**src/rtl/prio_enc_queue_pkg.sv**
```systemverilog
// Shared definitions for the priority-encoder request queue: mode encodings
// and the index-width helper used by the interface, picker and top level.
package prio_enc_pkg;

    localparam logic MODE_FIXED = 1'b0;
    localparam logic MODE_RR    = 1'b1;

    // Index width for n request lines, never less than one bit so that a
    // two-source queue still has a usable index.
    function automatic int clog2_min1(input int n);
        int w;
        w = 1;
        while ((32'sd1 << w) < n) begin
            w = w + 1;
        end
        return w;
    endfunction

endpackage

```
**src/rtl/prio_enc_queue_if.sv**
```systemverilog
// Bundle of the request side and the issued-index side of the queue.
// The master modport drives requests and ready; the slave is the queue.
interface prio_enc_queue_if
    import prio_enc_pkg::*;
#(
    parameter int N = 8,
    parameter int W = clog2_min1(N)
) ();

    logic         en;
    logic [N-1:0] req;
    logic         mode;
    logic         out_ready;
    logic         out_valid;
    logic [W-1:0] out_idx;
    logic [N-1:0] pending;
    logic         drop;

    modport master (
        output en,
        output req,
        output mode,
        output out_ready,
        input  out_valid,
        input  out_idx,
        input  pending,
        input  drop
    );

    modport slave (
        input  en,
        input  req,
        input  mode,
        input  out_ready,
        output out_valid,
        output out_idx,
        output pending,
        output drop
    );

endinterface

```
**src/rtl/prio_enc_queue_pick.sv**
```systemverilog
// Combinational picker: finds the winning bit of a request vector.
// In fixed order the highest set index wins. In rotating order the vector
// is rotated right by the start index so that index start-1 lands on the
// top bit, the highest set bit is found, and the result is rotated back.
// All wraps are modulo N, so non-power-of-two N never sees phantom bits.
module prio_pick
    import prio_enc_pkg::*;
#(
    parameter  int N = 8,
    localparam int W = clog2_min1(N)
) (
    input  logic [N-1:0] vec,
    input  logic [W-1:0] start,
    input  logic         rr,
    output logic         any,
    output logic [W-1:0] idx,
    output logic [N-1:0] onehot
);

    localparam logic [W:0]   N_WIDE   = (W+1)'(N);
    localparam logic [N-1:0] ONE_BIT0 = {{(N-1){1'b0}}, 1'b1};

    logic [W-1:0] w_shift;
    logic [N-1:0] w_rot;
    logic [W-1:0] w_hi;
    logic [W:0]   w_sum;
    logic [W:0]   w_src;

    // Rotation amount: rotating order starts below the last winner, fixed order does not rotate.
    always_comb begin
        w_shift = {W{1'b0}};
        if (rr == MODE_RR) begin
            w_shift = start;
        end else begin
            w_shift = {W{1'b0}};
        end
    end

    // Rotate the request vector right by w_shift, wrapping modulo N.
    always_comb begin
        w_rot = {N{1'b0}};
        w_src = {(W+1){1'b0}};
        for (int i = 0; i < N; i++) begin
            w_src = {1'b0, W'(i)} + {1'b0, w_shift};
            if (w_src >= N_WIDE) begin
                w_src = w_src - N_WIDE;
            end else begin
                w_src = w_src;
            end
            w_rot[i] = vec[w_src[W-1:0]];
        end
    end

    // Highest set bit of the rotated vector; later iterations override earlier ones.
    always_comb begin
        w_hi = {W{1'b0}};
        for (int i = 0; i < N; i++) begin
            if (w_rot[i]) begin
                w_hi = W'(i);
            end else begin
                w_hi = w_hi;
            end
        end
    end

    // Undo the rotation to recover the real source index, again modulo N.
    always_comb begin
        w_sum = {1'b0, w_hi} + {1'b0, w_shift};
        if (w_sum >= N_WIDE) begin
            w_sum = w_sum - N_WIDE;
        end else begin
            w_sum = w_sum;
        end
    end

    // Final outputs: winner index and its one-hot mask (empty when nothing requests).
    always_comb begin
        any = |vec;
        idx = w_sum[W-1:0];
        if (any) begin
            onehot = ONE_BIT0 << w_sum[W-1:0];
        end else begin
            onehot = {N{1'b0}};
        end
    end

endmodule

```
**src/rtl/prio_enc_queue.sv**
```systemverilog
// Registered priority-encoder request queue. Request vectors are merged into
// a pending set; one index per accepted transfer is issued on a valid/ready
// output, highest-index-first or rotating after the last rotating winner.
module prio_enc_queue
    import prio_enc_pkg::*;
#(
    parameter  int N     = 8,
    parameter  int RR_EN = 1,
    localparam int W     = clog2_min1(N)
) (
    input  logic            clk,
    input  logic            rst,
    prio_enc_queue_if.slave bus
);

    logic [N-1:0] r_pending;
    logic         r_out_valid;
    logic [W-1:0] r_out_idx;
    logic [W-1:0] r_last;
    logic         r_drop;

    logic         w_rr_mode;
    logic [N-1:0] w_req_cap;
    logic         w_free;
    logic         w_any;
    logic         w_fire;
    logic [W-1:0] w_pick_idx;
    logic [N-1:0] w_pick_onehot;
    logic [N-1:0] w_pick_mask;
    logic [N-1:0] w_pending_nxt;
    logic         w_valid_nxt;
    logic [W-1:0] w_idx_nxt;
    logic [W-1:0] w_last_nxt;
    logic         w_drop_nxt;

    // Without round-robin support the mode input is tied off to fixed order.
    generate
        if (RR_EN != 0) begin : g_rr
            assign w_rr_mode = (bus.mode == MODE_RR);
        end else begin : g_fixed
            assign w_rr_mode = MODE_FIXED;
        end
    endgenerate

    // Mux (not AND) so undefined req bits cannot leak in while capture is disabled.
    always_comb begin
        if (bus.en) begin
            w_req_cap = bus.req;
        end else begin
            w_req_cap = {N{1'b0}};
        end
    end

    prio_pick #(
        .N (N)
    ) u_pick (
        .vec    (r_pending),
        .start  (r_last),
        .rr     (w_rr_mode),
        .any    (w_any),
        .idx    (w_pick_idx),
        .onehot (w_pick_onehot)
    );

    // Next-state for pending set, output slot, rotation pointer and drop flag.
    always_comb begin
        w_free        = ~r_out_valid | bus.out_ready;
        w_fire        = w_free & w_any;
        w_pick_mask   = {N{1'b0}};
        w_valid_nxt   = r_out_valid;
        w_idx_nxt     = r_out_idx;
        w_last_nxt    = r_last;

        if (w_fire) begin
            w_pick_mask = w_pick_onehot;
        end else begin
            w_pick_mask = {N{1'b0}};
        end

        // A free slot either takes the new winner or goes idle keeping the old index.
        if (w_free) begin
            w_valid_nxt = w_any;
            if (w_any) begin
                w_idx_nxt = w_pick_idx;
            end else begin
                w_idx_nxt = r_out_idx;
            end
        end else begin
            w_valid_nxt = r_out_valid;
            w_idx_nxt   = r_out_idx;
        end

        // Only rotating-order picks move the pointer.
        if (w_fire && w_rr_mode) begin
            w_last_nxt = w_pick_idx;
        end else begin
            w_last_nxt = r_last;
        end

        // A request for the bit being issued now is re-captured, not merged.
        w_pending_nxt = (r_pending & ~w_pick_mask) | w_req_cap;
        w_drop_nxt    = |(w_req_cap & r_pending & ~w_pick_mask);
    end

    // State registers; reset overrides every other update, including a stalled transfer.
    always_ff @(posedge clk) begin
        if (rst) begin
            r_pending   <= {N{1'b0}};
            r_out_valid <= 1'b0;
            r_out_idx   <= {W{1'b0}};
            r_last      <= {W{1'b0}};
            r_drop      <= 1'b0;
        end else begin
            r_pending   <= w_pending_nxt;
            r_out_valid <= w_valid_nxt;
            r_out_idx   <= w_idx_nxt;
            r_last      <= w_last_nxt;
            r_drop      <= w_drop_nxt;
        end
    end

    assign bus.out_valid = r_out_valid;
    assign bus.out_idx   = r_out_idx;
    assign bus.pending   = r_pending;
    assign bus.drop      = r_drop;

endmodule

```
**src/flat_wrapper.sv**
```systemverilog
// flat-port wrapper written by rule: the top's interface ports become plain ports
module prio_enc_queue_flat import prio_enc_pkg::*;
#(
    parameter  int N     = 8,
    parameter  int RR_EN = 1,
    localparam int W     = clog2_min1(N)
)
  (clk, rst, bus_en, bus_req, bus_mode, bus_out_ready, bus_out_valid, bus_out_idx, bus_pending, bus_drop);
  prio_enc_queue_if #(.N(N)) bus_i ();
  input  logic clk;
  input  logic rst;
  input wire logic [$bits(bus_i.en)-1:0] bus_en;
  input wire logic [$bits(bus_i.req)-1:0] bus_req;
  input wire logic [$bits(bus_i.mode)-1:0] bus_mode;
  input wire logic [$bits(bus_i.out_ready)-1:0] bus_out_ready;
  output wire logic [$bits(bus_i.out_valid)-1:0] bus_out_valid;
  output wire logic [$bits(bus_i.out_idx)-1:0] bus_out_idx;
  output wire logic [$bits(bus_i.pending)-1:0] bus_pending;
  output wire logic [$bits(bus_i.drop)-1:0] bus_drop;
  assign bus_i.en = bus_en;
  assign bus_i.req = bus_req;
  assign bus_i.mode = bus_mode;
  assign bus_i.out_ready = bus_out_ready;
  assign bus_out_valid = bus_i.out_valid;
  assign bus_out_idx = bus_i.out_idx;
  assign bus_pending = bus_i.pending;
  assign bus_drop = bus_i.drop;
  prio_enc_queue #(.N(N), .RR_EN(RR_EN)) u_core (.clk(clk), .rst(rst), .bus(bus_i));
endmodule
```
**config.mk**
```make
export PLATFORM = sky130hd
export DESIGN_NAME = prio_enc_queue_flat
export DESIGN_NICKNAME = d
export VERILOG_FILES = /design/src/rtl/prio_enc_queue_pkg.sv /design/src/rtl/prio_enc_queue_if.sv /design/src/rtl/prio_enc_queue_pick.sv /design/src/rtl/prio_enc_queue.sv /design/src/flat_wrapper.sv
export SDC_FILE = /design/constraint.sdc
export NUM_CORES = 1
export LEC_CHECK = 0
export CORE_MARGIN = 10
export CORE_UTILIZATION = 42
export DETAILED_ROUTE_END_ITERATION = 8
export SETUP_SLACK_MARGIN = 0.1
export SLEW_MARGIN = 0
export SYNTH_ARGS = -nofsm -noshare
export SYNTH_HDL_FRONTEND = slang
export SYNTH_SLANG_ARGS = --single-unit
export TNS_END_PERCENT = 50
```
**constraint.sdc**
```tcl
create_clock -name clk -period 4.4 [get_ports clk]
set_input_delay 0.66 -clock clk [delete_from_list [all_inputs] [get_ports clk]]
set_output_delay 0.66 -clock clk [all_outputs]
set_load 0.05 [all_outputs]
```
==> results.cfg, run 1 <==
[timing]
slew_headroom = 0.516
maxSlewViolCount = 0
period_needed_ns = 3.86
skew_ns = 0.00175
finalSetupTns_ns = 0
rsz0062_at_grt = no
max_freq_ghz = 0.259
setup_violations = 0
fin_crit_sh = 0.876
finalWorstSetupSlack_ns = 0.545
holdWs_ns = 0.478
tightest_slew_ns = 0.725
hold_viol = 0

[clock_network]
cts-root-buf = clkbuf_8
numCtsBuffers = 3
cts_buffer_depth = 2
postCtsHoldBufs = 0
htree_levels = 1
clock_latency_ns = 0.25
cts_tree = done
path_clk_slew_ns = 0.06
clock-sinks = 16

[grt]
track_usage = 0.147
grt_max_degree = 18
antenna_found_initial = 0
grt_pass1_vias = 1715
gr-total-overflow = 0
grt_pass1_wl_mm = 8.05

[critical_path]
slowest_delay_ns = 0.28
worstPathMaxFanout = 8
crit_type = input port to flop
slowest_stage = a32o_1
arrival_ns = 3.98
crit_chain = dlymetal6s2s_1 > and2_1 > inv_1 > ha_2 > a21boi_1 > nor4_2 > buf_4 > a22oi_2 > a21oi_1 > o31ai_1 > nand2_1 > ha_1 > ha_2 > nand2b_1 > a32o_1 > o311ai_2 > nor4_4 > buf_12 > buf_4 > o31ai_4 > a41oi_2
end_kind = flop
crit_required_ns = 4.52
critPathTopFamily = compound AO/OA/AOI/OAI gates
path_depth = 21
crit_buf_inv = 5
worst-r2r-cell-count = 16
startpoint_type = input port

[final_layout]
seq_area_um2 = 320
n_fill_cell = 344
multi_input_area_um2 = 1250
nNetsFinal = 248
area_growth_pct = 28.8
drive_above_1_share = 0.248
n_antenna_cell = 0
final_cell_mix = clkdlybuf4s50_1, a21oi_1, nand2_1, buf_4, dfxtp_1
layout_commonest_cell = clkdlybuf4s50_1

[synthesis]
synth_cell_types = 59
synth_seq_cells = 16
synth_edf_count = 0
synthArstFlopShare = 0
syn_inst = 199
syn_nets = 215
synthesis.area_um2 = 1650
synthFlopType = dfxtp_1
synth.avg_cell_area_um2 = 8.27
seq_area_frac_synth = 0.195
ys_warn_count = 0

[floorplanning]
die_area_um2 = 6820
die_h_um = 82.6
core_area_um2 = 3720
start_util = 0.443
rows = 22
top_level_ports = 26
die_width_um = 82.6

[outcome]
run_status = complete, no violations

[placement]
place_hpwl_mm = 3.67
gp_congestion = 0.915
post-place-ws_ns = -0.114
numPortBuffers = 25

[routing]
routedWlPerCell_um = 17.9
drt_iter0_drc = 138
drc = 0
viasPerCell = 6.08
vias = 1690
routed_wl_mm = 4.97
dr.pass1.iters = 6
antenna_left = 0

[hold_path]
hp-class = flop to flop
whs_path_depth = 2

[job]
maxCapViolations = 0

[power]
vdd_ir_drop_max_mv = 0.373
power.density_nw_per_um2 = 876
p_leak_nw = 0.778
-- power breakdown --
part | switching, mW | internal [mW]
registers | 0.0756 | 0.184
clock network | 0.0509 | 0.0608
logic | 0.806 | 0.681
total | 0.932 | 0.925
-- kinds of logic (layout without fill, tap and decap cells) --
| group | count (synthesis) | in the layout | share of synthesized area |
|---|---|---|---|
| adders and majority gates | 3 | 3 | 0.0228 |
| and+or+nand+nor | 79 | 79 | 0.281 |
| AOI/OAI and AO/OA | 63 | 63 | 0.308 |
| muxes | 13 | 13 | 0.0951 |
| buffers and inverters | 23 | 54 | 0.0836 |
| xor gates and xnor gates | 2 | 2 | 0.0152 |
| DFF | 16 | 16 | 0.195 |
-- per-layer routing --
metal	routed length, µm	up-vias	global-route usage
met5	0	-	0
met4	108	0	0.0518
met3	287	12	0.0313
met2	2500	52	0.262
met1	2080	817	0.169
li1	-	809	-
-- Yosys cell counts (all sizes together) (2+ instances only) --
master / n / area share
nand3: 8 / 0.024
and2: 3 / 0.011
dfxtp: 16 / 0.19
o311ai: 3 / 0.016
a2111oi: 2 / 0.033
and3b: 3 / 0.016
clkbuf: 6 / 0.014
inv: 4 / 0.0091
or3: 2 / 0.011
a211oi: 4 / 0.018
ha: 3 / 0.023
nor3: 2 / 0.0061
a22oi: 5 / 0.029
buf: 13 / 0.061
nor4: 4 / 0.024
nand3b: 4 / 0.018
o21ai: 6 / 0.025
o31ai: 4 / 0.027
or2: 2 / 0.0076
mux4: 2 / 0.027
mux2i: 10 / 0.061
and4bb: 4 / 0.030
nand2: 24 / 0.058
nor2b: 2 / 0.0076
o22a: 3 / 0.016
nor2: 12 / 0.027
a21oi: 23 / 0.072
nand2b: 6 / 0.023
-- stage by stage --
step                      instances  instance area (µm²)  total power, mW  utilization
after floorplan                 199                 1650             1.21            -
after global placement          269                 1970             1.50        0.529
after detailed placement        269                 1970             1.53        0.529
after CTS                       272                 2010             1.65        0.540
after global routing            278                 2120             1.98        0.570
final                           278                 2120             1.86        0.570
-- worst paths after layout --
kind | from | endpoint | slack [ns]
worst max-delay path | bus_mode | u_core.bus.drop$_SDFF_PP0_ | 0.54
worst min-delay path | u_core.bus.out_idx[1]$_SDFFE_PP0P_ | u_core.bus.out_idx[1]$_SDFFE_PP0P_ | 0.48
worst max register to register | u_core.r_last[2]$_SDFFE_PP0P_ | u_core.bus.drop$_SDFF_PP0_ | 0.58
worst min register to register | u_core.bus.out_idx[1]$_SDFFE_PP0P_ | u_core.bus.out_idx[1]$_SDFFE_PP0P_ | 0.48
-- layout make-up --
type | count | area share
sequential | 16 | 0.151
clock buffer | 3 | 0.0195
timing repair buffer | 47 | 0.203
multi-input combinational | 160 | 0.591
tap | 48 | 0.0283
inverter | 4 | 0.00708
-- flip-flops by register name, indices dropped and copies added (netlist names) --
signal and count:
u_core.r_last 3, u_core.bus.pending 8, u_core.bus.out_idx 3, u_core.bus.out_valid 1, u_core.bus.drop 1
-- worst reg2reg max path, stage by stage (launching register included) --
cell and delay (ns):
dfxtp_1 0.68, xor2_2 0.27, mux2i_1 0.17, a2111oi_4 0.51, nor3_1 0.15, a21oi_1 0.21
xnor2_1 0.15, ha_2 0.26, nand2b_1 0.12, a32o_1 0.20, o311ai_2 0.13, nor4_4 0.30
buf_12 0.16, buf_4 0.11, o211ai_1 0.09, nand2_1 0.09, a41oi_2 0.11
-- what timing repair did --
action / in CTS / in global routing
endpoints found under the setup margin: 0 / 5
gates resized for setup: 0 / 14
setup buffers: 0 / 6
Power figures use the tool's default switching activity.
==> run 2: changes to the inputs <==
RECOVER_POWER = 50   (was default)
==> results.cfg, run 2 (synthesis gave the netlist of run 1 again) <==
[clock_network]
cts-root-buf = clkbuf_8
htree_levels = 1
cts_tree = done
numCtsBuffers = 3
cts_buffer_depth = 2
clock_latency_ns = 0.25
path_clk_slew_ns = 0.06
postCtsHoldBufs = 0
clock-sinks = 16

[critical_path]
reg2reg_slack_ns = 0.57
startpoint_type = input port
slowest_delay_ns = 0.28
slowest_stage = a32o_1
crit_required_ns = 4.52
end_kind = flop
worst-r2r-cell-count = 16
arrival_ns = 3.98
worstPathMaxFanout = 8
crit_type = input port to flop
crit_chain = dlymetal6s2s_1 > and2_1 > inv_1 > ha_2 > a21boi_1 > nor4_2 > buf_4 > a22oi_2 > a21oi_1 > o31ai_1 > nand2_1 > ha_1 > ha_2 > nand2b_1 > a32o_1 > o311ai_2 > nor4_4 > buf_12 > buf_4 > o31ai_4 > a41oi_2

[placement]
place_hpwl_mm = 3.67
gp_congestion = 0.915
dp_cells = 269
numPortBuffers = 25

[timing]
tightest_slew_ns = 0.725
maxSlewViolCount = 0
fin_crit_sh = 0.877
max_freq_ghz = 0.259
hold_viol = 0
setup_violations = 0
skew_ns = 0.00183
slew_headroom = 0.516
rsz0062_at_grt = no
holdWs_ns = 0.475
period_needed_ns = 3.86

[grt]
gr-total-overflow = 0
grt_pass1_wl_mm = 8.05
antenna_found_initial = 0
grt_max_degree = 18
track_usage = 0.147
grt_pass1_vias = 1715

[routing]
viasPerCell = 6.09
drc = 0
routedWlPerCell_um = 17.9
vias = 1693
drt_iter0_drc = 137
antenna_left = 0
dr.pass1.iters = 6
routed_wl_mm = 4.98

[final_layout]
n_fill_cell = 344
drive_above_1_share = 0.248
area_growth_pct = 28.8
final_cell_mix = a21oi_1, nand2_1, buf_4, dfxtp_1, dlygate4sd3_1
utilization = 0.570
largest_reg_flops = 8
layout.cells.non_filler = 278
nNetsFinal = 248
n_antenna_cell = 0

[power]
p_comb_frac = 0.800
power.density_nw_per_um2 = 872
power.total_mw = 1.85
clkPwrFrac = 0.060
seqPwrFrac = 0.140
p_leak_nw = 0.807
swShare = 0.504
p_sw_mw = 0.932
vdd_ir_drop_max_mv = 0.367
p_int_mw = 0.916

[hold_path]
whs_path_depth = 2
hp-class = flop to flop

[floorplanning]
rows = 22
top_level_ports = 26
core_area_um2 = 3720
die_h_um = 82.6
die_width_um = 82.6
die_area_um2 = 6820
start_util = 0.443

[outcome]
run_status = complete, no violations

[job]
maxCapViolations = 0
## run 2: cell count changes in the layout (fill, tap and decap cells not counted), sizes merged
cell           previous run  this run
clkdlybuf4s50            24        10
dlygate4sd3               0        14
## run 2: through the flow
step / cell area, µm² / worst slack [ns] / setup TNS (ns)
6_report: 2120 / 0.542 / 0
5_1_grt: 2120 / 0.302 / 0
4_1_cts: 2010 / 0.119 / 0
3_5_place_dp: 1970 / -0.114 / -0.153
3_3_place_gp: 1970 / 0.0577 / 0
2_1_floorplan: 1650 / 0.574 / 0
## run 2: worst paths after layout
| kind | startpoint | endpoint |
|---|---|---|
| worst max-delay path | bus_mode | u_core.bus.drop$_SDFF_PP0_ |
| worst min-delay path | u_core.bus.out_idx[1]$_SDFFE_PP0P_ | u_core.bus.out_idx[1]$_SDFFE_PP0P_ |
| worst max register to register | u_core.r_last[2]$_SDFFE_PP0P_ | u_core.bus.drop$_SDFF_PP0_ |
| worst min register to register | u_core.bus.out_idx[1]$_SDFFE_PP0P_ | u_core.bus.out_idx[1]$_SDFFE_PP0P_ |
## run 2: layout make-up
type                    instances  area [µm²]  area share
clock buffers                   3        41.3      0.0195
repair buffers                 47         430       0.203
inverters                       4        15.0     0.00708
well taps                      48        60.1      0.0283
multi-input cells             160        1250       0.591
flip-flops and latches         16         320       0.151
## run 2: per-layer routing
layer / global-route usage / wire length, µm
met1: 0.169 / 2090
met2: 0.262 / 2500
met3: 0.0313 / 288
met4: 0.0518 / 108
met5: 0 / 0
## run 2: repair_timing
item / in CTS / in global routing
endpoints found under the setup margin: 0 / 5
setup buffers: 0 / 6
resized for setup: 0 / 14
## run 2: worst max-delay path, delay by kind of cell
kind,cells,cell delay (ns)
buf+inv,5,0.67
simple gates,5,0.56
compound gates,8,1.49
fa+ha+maj,3,0.60
## run 2: power groups by stage
stage / sequential, mW / combinational, mW / clock (mW)
floorplan: 0.299 / 0.912 / 0
global placement: 0.258 / 1.24 / 0
detailed placement: 0.260 / 1.27 / 0
CTS: 0.257 / 1.28 / 0.113
global route: 0.266 / 1.58 / 0.122
finish: 0.258 / 1.48 / 0.112
